==> src/rtl/sub_64bit_serial_pkg.sv <==
// rtl/sub_64bit_serial_pkg.sv - shared state encodings and default sizes for the serial subtractor
package sub_64bit_serial_pkg;

  localparam int DEF_WIDTH = 64;
  localparam int DEF_DIGIT = 4;

  typedef enum logic [1:0] {
    IDLE = 2'd0,
    RUN  = 2'd1,
    DONE = 2'd2
  } state_e;

  function automatic int nsteps(input int width, input int digit);
    return width / digit;
  endfunction

endpackage

==> src/rtl/sub_digit_4bit.sv <==
// rtl/sub_digit_4bit.sv - combinational digit slice of a + b_inv + cin with carry into the top bit
module sub_digit_4bit #(
  parameter int DIGIT = 4
) (
  input  logic [DIGIT-1:0] a,
  input  logic [DIGIT-1:0] b_inv,
  input  logic             cin,
  output logic [DIGIT-1:0] s,
  output logic             cout,
  output logic             c_msb
);

  logic [DIGIT:0]   sum;
  logic [DIGIT-1:0] low;

  assign sum = {1'b0, a} + {1'b0, b_inv} + {{DIGIT{1'b0}}, cin};
  // Adding only the lower bits exposes the carry that enters the slice's top bit
  assign low = {1'b0, a[DIGIT-2:0]} + {1'b0, b_inv[DIGIT-2:0]} + {{(DIGIT-1){1'b0}}, cin};

  assign s     = sum[DIGIT-1:0];
  assign cout  = sum[DIGIT];
  assign c_msb = low[DIGIT-1];

endmodule

==> src/rtl/sub_64bit_serial.sv <==
// rtl/sub_64bit_serial.sv - digit-serial A - B with Cout/OF/ZF/SF; ZF/SF built only with SUB_FLAGS_EN
module sub_64bit_serial
  import sub_64bit_serial_pkg::*;
#(
  parameter int WIDTH = DEF_WIDTH,
  parameter int DIGIT = DEF_DIGIT
) (
  input  logic             clk,
  input  logic             rst_n,
  input  logic             in_valid,
  output logic             in_ready,
  input  logic [WIDTH-1:0] A,
  input  logic [WIDTH-1:0] B,
  output logic             out_valid,
  input  logic             out_ready,
  output logic [WIDTH-1:0] D,
  output logic             Cout,
  output logic             OF,
  output logic             ZF,
  output logic             SF
);

  localparam int NSTEPS = nsteps(WIDTH, DIGIT);
  localparam int SW     = (NSTEPS > 1) ? $clog2(NSTEPS) : 1;
  localparam logic [SW-1:0] LAST = SW'(NSTEPS - 1);

  state_e           state, state_nx;
  logic [WIDTH-1:0] a_q, binv_q, d_nx;
  logic [SW-1:0]    step;
  logic             carry;
  logic [DIGIT-1:0] dig_s;
  logic             dig_cout, dig_cmsb;
  logic             last_step;

  // Operand registers shift right each step, so the slice always sees bit 0 upward
  sub_digit_4bit #(.DIGIT(DIGIT)) u_digit (
    .a     (a_q[DIGIT-1:0]),
    .b_inv (binv_q[DIGIT-1:0]),
    .cin   (carry),
    .s     (dig_s),
    .cout  (dig_cout),
    .c_msb (dig_cmsb)
  );

  assign last_step = (step == LAST);
  assign in_ready  = (state == IDLE);
  assign out_valid = (state == DONE);

  always_comb begin
    state_nx = state;
    case (state)
      IDLE:    if (in_valid)  state_nx = RUN;
      RUN:     if (last_step) state_nx = DONE;
      DONE:    if (out_ready) state_nx = IDLE;
      default: state_nx = IDLE;
    endcase
  end

  always_comb begin
    d_nx = D;
    d_nx[step*DIGIT +: DIGIT] = dig_s;
  end

  always_ff @(posedge clk or negedge rst_n) begin
    if (!rst_n) begin
      state  <= IDLE;
      a_q    <= '0;
      binv_q <= '0;
      step   <= '0;
      carry  <= 1'b0;
      D      <= '0;
      Cout   <= 1'b0;
      OF     <= 1'b0;
    end else begin
      state <= state_nx;
      if (state == IDLE && in_valid) begin
        a_q    <= A;
        binv_q <= ~B;
        carry  <= 1'b1;
        step   <= '0;
      end else if (state == RUN) begin
        a_q    <= a_q >> DIGIT;
        binv_q <= binv_q >> DIGIT;
        carry  <= dig_cout;
        step   <= step + 1'b1;
        D      <= d_nx;
        if (last_step) begin
          Cout <= dig_cout;
          OF   <= dig_cmsb ^ dig_cout;
        end
      end
    end
  end

`ifdef SUB_FLAGS_EN
  always_ff @(posedge clk or negedge rst_n) begin
    if (!rst_n) begin
      ZF <= 1'b0;
      SF <= 1'b0;
    end else if (state == RUN && last_step) begin
      ZF <= (d_nx == '0);
      SF <= d_nx[WIDTH-1];
    end
  end
`else
  assign ZF = 1'b0;
  assign SF = 1'b0;
`endif

endmodule

==> config.mk <==
export PLATFORM = sky130hd
export DESIGN_NAME = sub_64bit_serial
export DESIGN_NICKNAME = d
export VERILOG_FILES = /design/src/rtl/sub_64bit_serial_pkg.sv /design/src/rtl/sub_digit_4bit.sv /design/src/rtl/sub_64bit_serial.sv
export SDC_FILE = /design/constraint.sdc
export NUM_CORES = 1
export LEC_CHECK = 0
export CAP_MARGIN = 20
export CORE_ASPECT_RATIO = 1.25
export CORE_UTILIZATION = 40
export DETAILED_ROUTE_END_ITERATION = 12
export GPL_ROUTABILITY_DRIVEN = 1
export PLACE_DENSITY = 0.66
export SETUP_SLACK_MARGIN = 0.1
export SLEW_MARGIN = 20
export SYNTH_ARGS = -nofsm -noshare
export SYNTH_HDL_FRONTEND = slang
export SYNTH_SLANG_ARGS = --single-unit
==> constraint.sdc <==
create_clock -name clk -period 2.8 [get_ports clk]
set_input_delay 0.7 -clock clk [delete_from_list [all_inputs] [get_ports clk]]
set_output_delay 0.7 -clock clk [all_outputs]
set_load 0.01 [all_outputs]
==> flow_summary.ini, run 1 <==
[floorplanning]
start_util = 0.408
core-area_mm2 = 0.0209
num_rows = 59
ioPinCount = 202
dieHeight_um = 165
chipWidth_um = 133
dieArea_mm2 = 0.0219

[grt]
grt_overflow = 0
antenna_found_initial = 0
grt_max_degree = 122
grt_pass1_vias = 6342
grt_pass1_wl_um = 33700
grt_usage = 0.192

[cts]
clk_pin_slew_ns = 0.06
cts_setup_buffers = 0
cts_buffer_depth = 3
cts_buffers = 21
htreeDepth = 1
cts_sinks = 201
root_buffer = clkbuf_16
clock_latency_ns = 0.48
postCtsHoldBufs = 0
cts_tree = yes

[sta]
slew_viol_final = 0
worst_pin_slew_ns = 0.572
fin_skew_ns = 0.00647
slew_headroom = 0.618
rsz0062_at_grt = false
fin_crit_sh = 0.892
hold_viol = 0
min_period_ns = 2.50
setup_tns_ns = 0
setup_viol = 0
fmaxAchievable_ghz = 0.400

[placed_design]
place_congestion = 0.761
placement.io_buffers = 199
dp_hpwl_um = 13800

[routing]
drc = 0
drt-total-wl_um = 20900
ant_nets = 0
firstDrtPassIters = 4
vias = 6337
routedWlPerCell_um = 17.0
drtIter0Drc = 486
vias_per_cell = 5.16

[power_and_ir_drop]
power_frac_comb = 0.411
netSwitchingPower_w = 0.00451
pwr-share-clk = 0.220
ir_drop_mv = 0.772
p_int_w = 0.00783
cellLeakagePower_nw = 5.33
power.density_mw_per_mm2 = 1080
p_sw_frac = 0.366
seqPwrFrac = 0.370

[synth]
synth_seq_cells = 201
synth_edf_count = 0
avgSynthCellArea_um2 = 11.2
synthTopCellsByArea = dfrtp_1 59%, a221o_1 7.0%, nand2_1 6.7%
ys_types = 42
synthAdderAreaFrac = 0.0179
synth_top_family_by_area = compound AO/OA/AOI/OAI gates
synth-main-ff-cell = dfrtp_1
yosysWarnings = 0
seq_area_frac_synth = 0.590
async_flop_share = 1.00
synth-simple-area-share = 0.131
synth_top_cell_area_share = 0.590
synth_top_area_cell = dfrtp_1
synth_compound_area_frac = 0.159
syn_inst = 762
synth_xor_area_frac = 0.00513
syn-cell-area_mm2 = 0.00853
synth.mux.area_fraction = 0.0629

[final_layout]
final_nets = 1087
diodes = 0
drive_gt1_frac = 0.101
syn2layout_area_growth_pct = 34.5
utilization = 0.549
n_fill_cell = 1824

[worst_setup_path]
critPathKind = flop to output port
worstPathArrival_ns = 1.80
r2r_cells = 5
end_kind = output port
start_kind = flop
required_ns = 2.10
crit_path_max_fanout = 7

[outcome]
status = complete, no violations

[job]
max_cap_violations = 0

[min_path]
hp-class = input pin to asynchronous set/reset pin
-- power by group through the flow --
stage                     Sequential (W)  Clock [W]  Combinational [W]
after floorplan                  0.00454          0            0.00325
after global placement           0.00459          0            0.00500
after detailed placement         0.00460          0            0.00510
after CTS                        0.00457    0.00279            0.00512
after global routing             0.00469    0.00290            0.00559
final                            0.00456    0.00271            0.00507
-- cell families (layout without fill, tap and decap cells) --
family / Yosys count / in the layout
simple gates: 269 / 269
flops: 201 / 201
compound gates: 165 / 165
buf+inv: 62 / 253
mux: 48 / 48
fa+ha+maj: 11 / 11
xor+xnor: 5 / 5
other cells: 1 / 2
-- repair_timing --
item                                    CTS  global route
gates resized for setup                   0             1
endpoints found under the hold margin     0             0
endpoints found under the setup margin    0            21
-- cell usage in the layout (no fill, tap or decap), drive strengths merged, types with 4 or more instances in the layout --
cell / instances
dfrtp: 201
clkdlybuf4s50: 198
nand2: 153
nor2: 78
a22oi: 60
a221o: 60
mux2: 45
clkbuf: 32
o21ai: 19
o31ai: 13
buf: 12
nand3: 11
inv: 9
ha: 9
nand4: 6
nand2b: 5
nor3: 4
-- state kept, by name, summed over array words and instances (netlist names) --
name	count
Cout	1
state	2
a_q	64
binv_q	64
step	4
D	64
OF	1
carry	1
-- routing by layer --
metal | wire length (um) | GRT usage | vias to the layer above
li1 | - | - | 3086
met1 | 9200 | 0.264 | 3053
met2 | 10400 | 0.321 | 178
met3 | 928 | 0.0272 | 20
met4 | 321 | 0.0449 | 0
met5 | 0 | 0 | -
-- final cells by class --
class	instances	area, um2	share of cell area
sequential	201	5030	0.438
clock buffer	31	633	0.0552
inverter	9	33.8	0.00294
tap	274	343	0.0299
multi-input combinational	500	3240	0.282
clock inverter	2	35.0	0.00305
timing repair buffer	211	2160	0.188
-- Yosys cell counts (3+ instances only) --
cell type	number
o31ai_1	13
dfrtp_1	201
a22oi_1	60
nor2_1	77
o2111ai_1	3
xnor2_1	3
inv_1	9
mux2_2	44
ha_1	9
buf_1	5
o21ai_0	19
buf_4	3
o211ai_1	3
nand2_1	153
nor3_1	4
buf_2	29
clkbuf_1	14
a21oi_1	3
nand3_1	11
nand4_1	6
nand2b_1	5
mux2i_1	3
a221o_1	60
-- through the flow --
step	hold WS, ns	power, W	cells	area (um2)	setup slack [ns]
2_1_floorplan	0.404	0.00779	763	8540	0.439
3_3_place_gp	0.457	0.00959	1195	10800	0.339
3_5_place_dp	0.463	0.00970	1195	10800	0.273
4_1_cts	0.120	0.0125	1228	11500	0.247
5_1_grt	0.128	0.0132	1228	11500	0.182
6_report	0.128	0.0123	1228	11500	0.302
-- final timing paths --
kind / slack [ns] / to / from
max: 0.30 / in_ready / state[1]
min: 0.13 / D[28] / rst_n
max reg2reg: 0.42 / D[48] / step[2]
min reg2reg: 0.47 / a_q[30] / a_q[30]
max in group asynchronous: 1.96 / a_q[10] / rst_n
min in group clk: 0.47 / a_q[30] / a_q[30]
-- worst max-delay path, cell delays in order, from the launching register on --
cell and delay [ns]:
dfrtp_1 0.50, nor2_1 0.20, clkdlybuf4s50_1 0.61
Power figures use the tool's default switching activity.
==> inputs of run 2 (changes only) <==
--- a/config.mk
+++ b/config.mk
@@ -5,8 +5,10 @@
 export SDC_FILE = /design/constraint.sdc
 export NUM_CORES = 1
 export LEC_CHECK = 0
+export ABC_AREA = 1
 export CAP_MARGIN = 20
 export CORE_ASPECT_RATIO = 1.25
+export CORE_MARGIN = 2
 export CORE_UTILIZATION = 40
 export DETAILED_ROUTE_END_ITERATION = 12
 export GPL_ROUTABILITY_DRIVEN = 1
==> run 2 against run 1 <==
Net effect:
- hold slack improved by 0.092 ns
- cell area is 2.6% higher
- sequential share of layout area fell by 1.1 points
- clock power is 8.5% higher
- synthesized cell count is 27% higher
- first-iteration DRC count shrank 15%
- critical path depth unchanged
- register-to-register slack improved by 0.07 ns
- via count is 12% higher
- global-route usage decreased by 0.18 points
- clock skew rose by 0.00094 ns
- critical path type unchanged
- fmax up 0.40%
- largest power group unchanged
==> flow_summary.ini, run 2 <==
[grt]
top_usage_layer = met2
use_met3 = 0.0397
use_met2 = 0.317
grt_usage = 0.190
grt_max_degree = 77
grt_pass1_vias = 7026
use_met1 = 0.251
grt_overflow = 0
grt_pass1_wl_um = 35600
antenna_found_initial = 0

[synth]
synth-simple-area-share = 0.252
syn-cell-area_mm2 = 0.00874
synth_top_area_cell = dfrtp_1
synth_common_cells = 384 x nand2_1, 201 x dfrtp_1, 82 x nand3_1
synth_compound_area_frac = 0.101
avgSynthCellArea_um2 = 9.03
synth-main-ff-cell = dfrtp_1
synth.mux.area_fraction = 0
synth_edf_count = 0
synth_xor_area_frac = 0.00616
ys_types = 38
synth_seq_cells = 201
synth_top_cell_area_share = 0.575
synth_top_family_by_area = simple AND/OR/NAND/NOR gates
post-synth-top-count-cell = nand2_1
synthAdderAreaFrac = 0.0175
synthTopCellsByArea = dfrtp_1 58%, nand2_1 16%, o211ai_1 5.1%
yosysWarnings = 0
seq_area_frac_synth = 0.575
syn_inst = 968
async_flop_share = 1.00

[cts]
postCtsHoldBufs = 0
clk_pin_slew_ns = 0.06
cts_tree = yes
cts_buffer_depth = 3
cts_buffers = 22
htreeDepth = 1
cts_setup_buffers = 0
cts_sinks = 201
root_buffer = clkbuf_16
clock_latency_ns = 0.50
cts-resized-gates = 0

[routing]
drc = 0
ant_nets = 0
drtIter0Drc = 415
routedWlPerCell_um = 15.0
drt-total-wl_um = 21800
firstDrtPassIters = 4
vias_per_cell = 4.89
vias = 7117

[worst_setup_path]
crit_path_max_fanout = 4
end_kind = output port
required_ns = 2.10
worstPathArrival_ns = 1.79
worstPathCellList = nor2_2 -> clkdlybuf4s50_1
crit_path_top_delay_cell = clkdlybuf4s50_1
critPathKind = flop to output port
max_stage_delay_ns = 0.61
regToRegSetupSlack_ns = 0.49
start_kind = flop

[floorplanning]
dieHeight_um = 169
start_util = 0.407
num_rows = 60
chipWidth_um = 136
ioPinCount = 202
core-area_mm2 = 0.0215
dieArea_mm2 = 0.0231

[job]
max_cap_violations = 0

[power_and_ir_drop]
cellLeakagePower_nw = 5.37
power.density_mw_per_mm2 = 1150
ir_drop_mv = 0.581

[sta]
setup_tns_ns = 0
fin_crit_sh = 0.889
slew_viol_final = 0
whs_ns = 0.220
worst_pin_slew_ns = 0.752
hold_viol = 0
fin_skew_ns = 0.00741
slew_headroom = 0.498
setup_viol = 0
setup_slack_ns = 0.312
rsz0062_at_grt = false
fmaxAchievable_ghz = 0.402
min_period_ns = 2.49

[min_path]
hp-class = input pin to asynchronous set/reset pin

[final_layout]
utilization = 0.548
multi_input_area_mm2 = 0.00330
top_regs = D (64), a_q (64), binv_q (64)
design_area_mm2 = 0.0118
diodes = 0
seq_area_mm2 = 0.00503
final_nets = 1302
syn2layout_area_growth_pct = 34.7
drive_gt1_frac = 0.0664
layout.cells.most_common = nand2_1
final_cell_mix = 383 x nand2_1, 201 x dfrtp_1, 198 x clkdlybuf4s50_1
n_fill_cell = 2052

[placed_design]
placement.io_buffers = 199
pre_cts_ws_ns = 0.493
dp_hpwl_um = 15300
postPlaceCellArea_mm2 = 0.0110
place_congestion = 0.864

[outcome]
status = complete, no violations
[run 2: metrics by stage]
step / power [W] / cells
after global placement: 0.0106 / 1414
after CTS: 0.0137 / 1454
after global routing: 0.0146 / 1454
after floorplan: 0.00865 / 969
final: 0.0136 / 1454
after detailed placement: 0.0108 / 1414
[run 2: path summary, 6_finish.rpt]
check | start | endpoint | cells past startpoint
min in group clk | D[48] | D[48] | 2
max | state[0] | in_ready | 2
max reg2reg | step[0] | D[23] | 8
max in group asynchronous | rst_n | D[13] | 2
min reg2reg | D[48] | D[48] | 2
min | rst_n | a_q[10] | 1
[run 2: kinds of logic after synthesis]
logic type / after synthesis
XOR/XNOR: 4
adder cells (fa/ha/maj): 11
AND/OR/NAND/NOR: 518
AO/OA/AOI/OAI: 134
other: 1
buffers and inverters: 99
flip-flops: 201
[run 2: power breakdown]
part	leakage, nW	internal [W]	switching [W]
Clock	0.363	0.00177	0.00117
Combinational	2.42	0.00230	0.00348
Sequential	2.58	0.00415	0.000704
[run 2: layout make-up]
class / instances / area share
well taps: 279 / 0.0296
flip-flops and latches: 201 / 0.427
clock buffers: 31 / 0.0540
clock inverters: 9 / 0.00861
inverters: 54 / 0.0177
multi-input cells: 669 / 0.280
repair buffers: 211 / 0.182
[run 2: critical path, delay by kind of cell, from the launching register on]
kind / cells / cell delay [ns]
buf+inv: 1 / 0.61
simple gates: 1 / 0.27
flops: 1 / 0.42
[run 2: routing by layer]
layer  up-vias  wire length [um]
li1       3557                 -
met4         0               502
met5         -                 0
met1      3370              9500
met2       156             10500
met3        34              1240
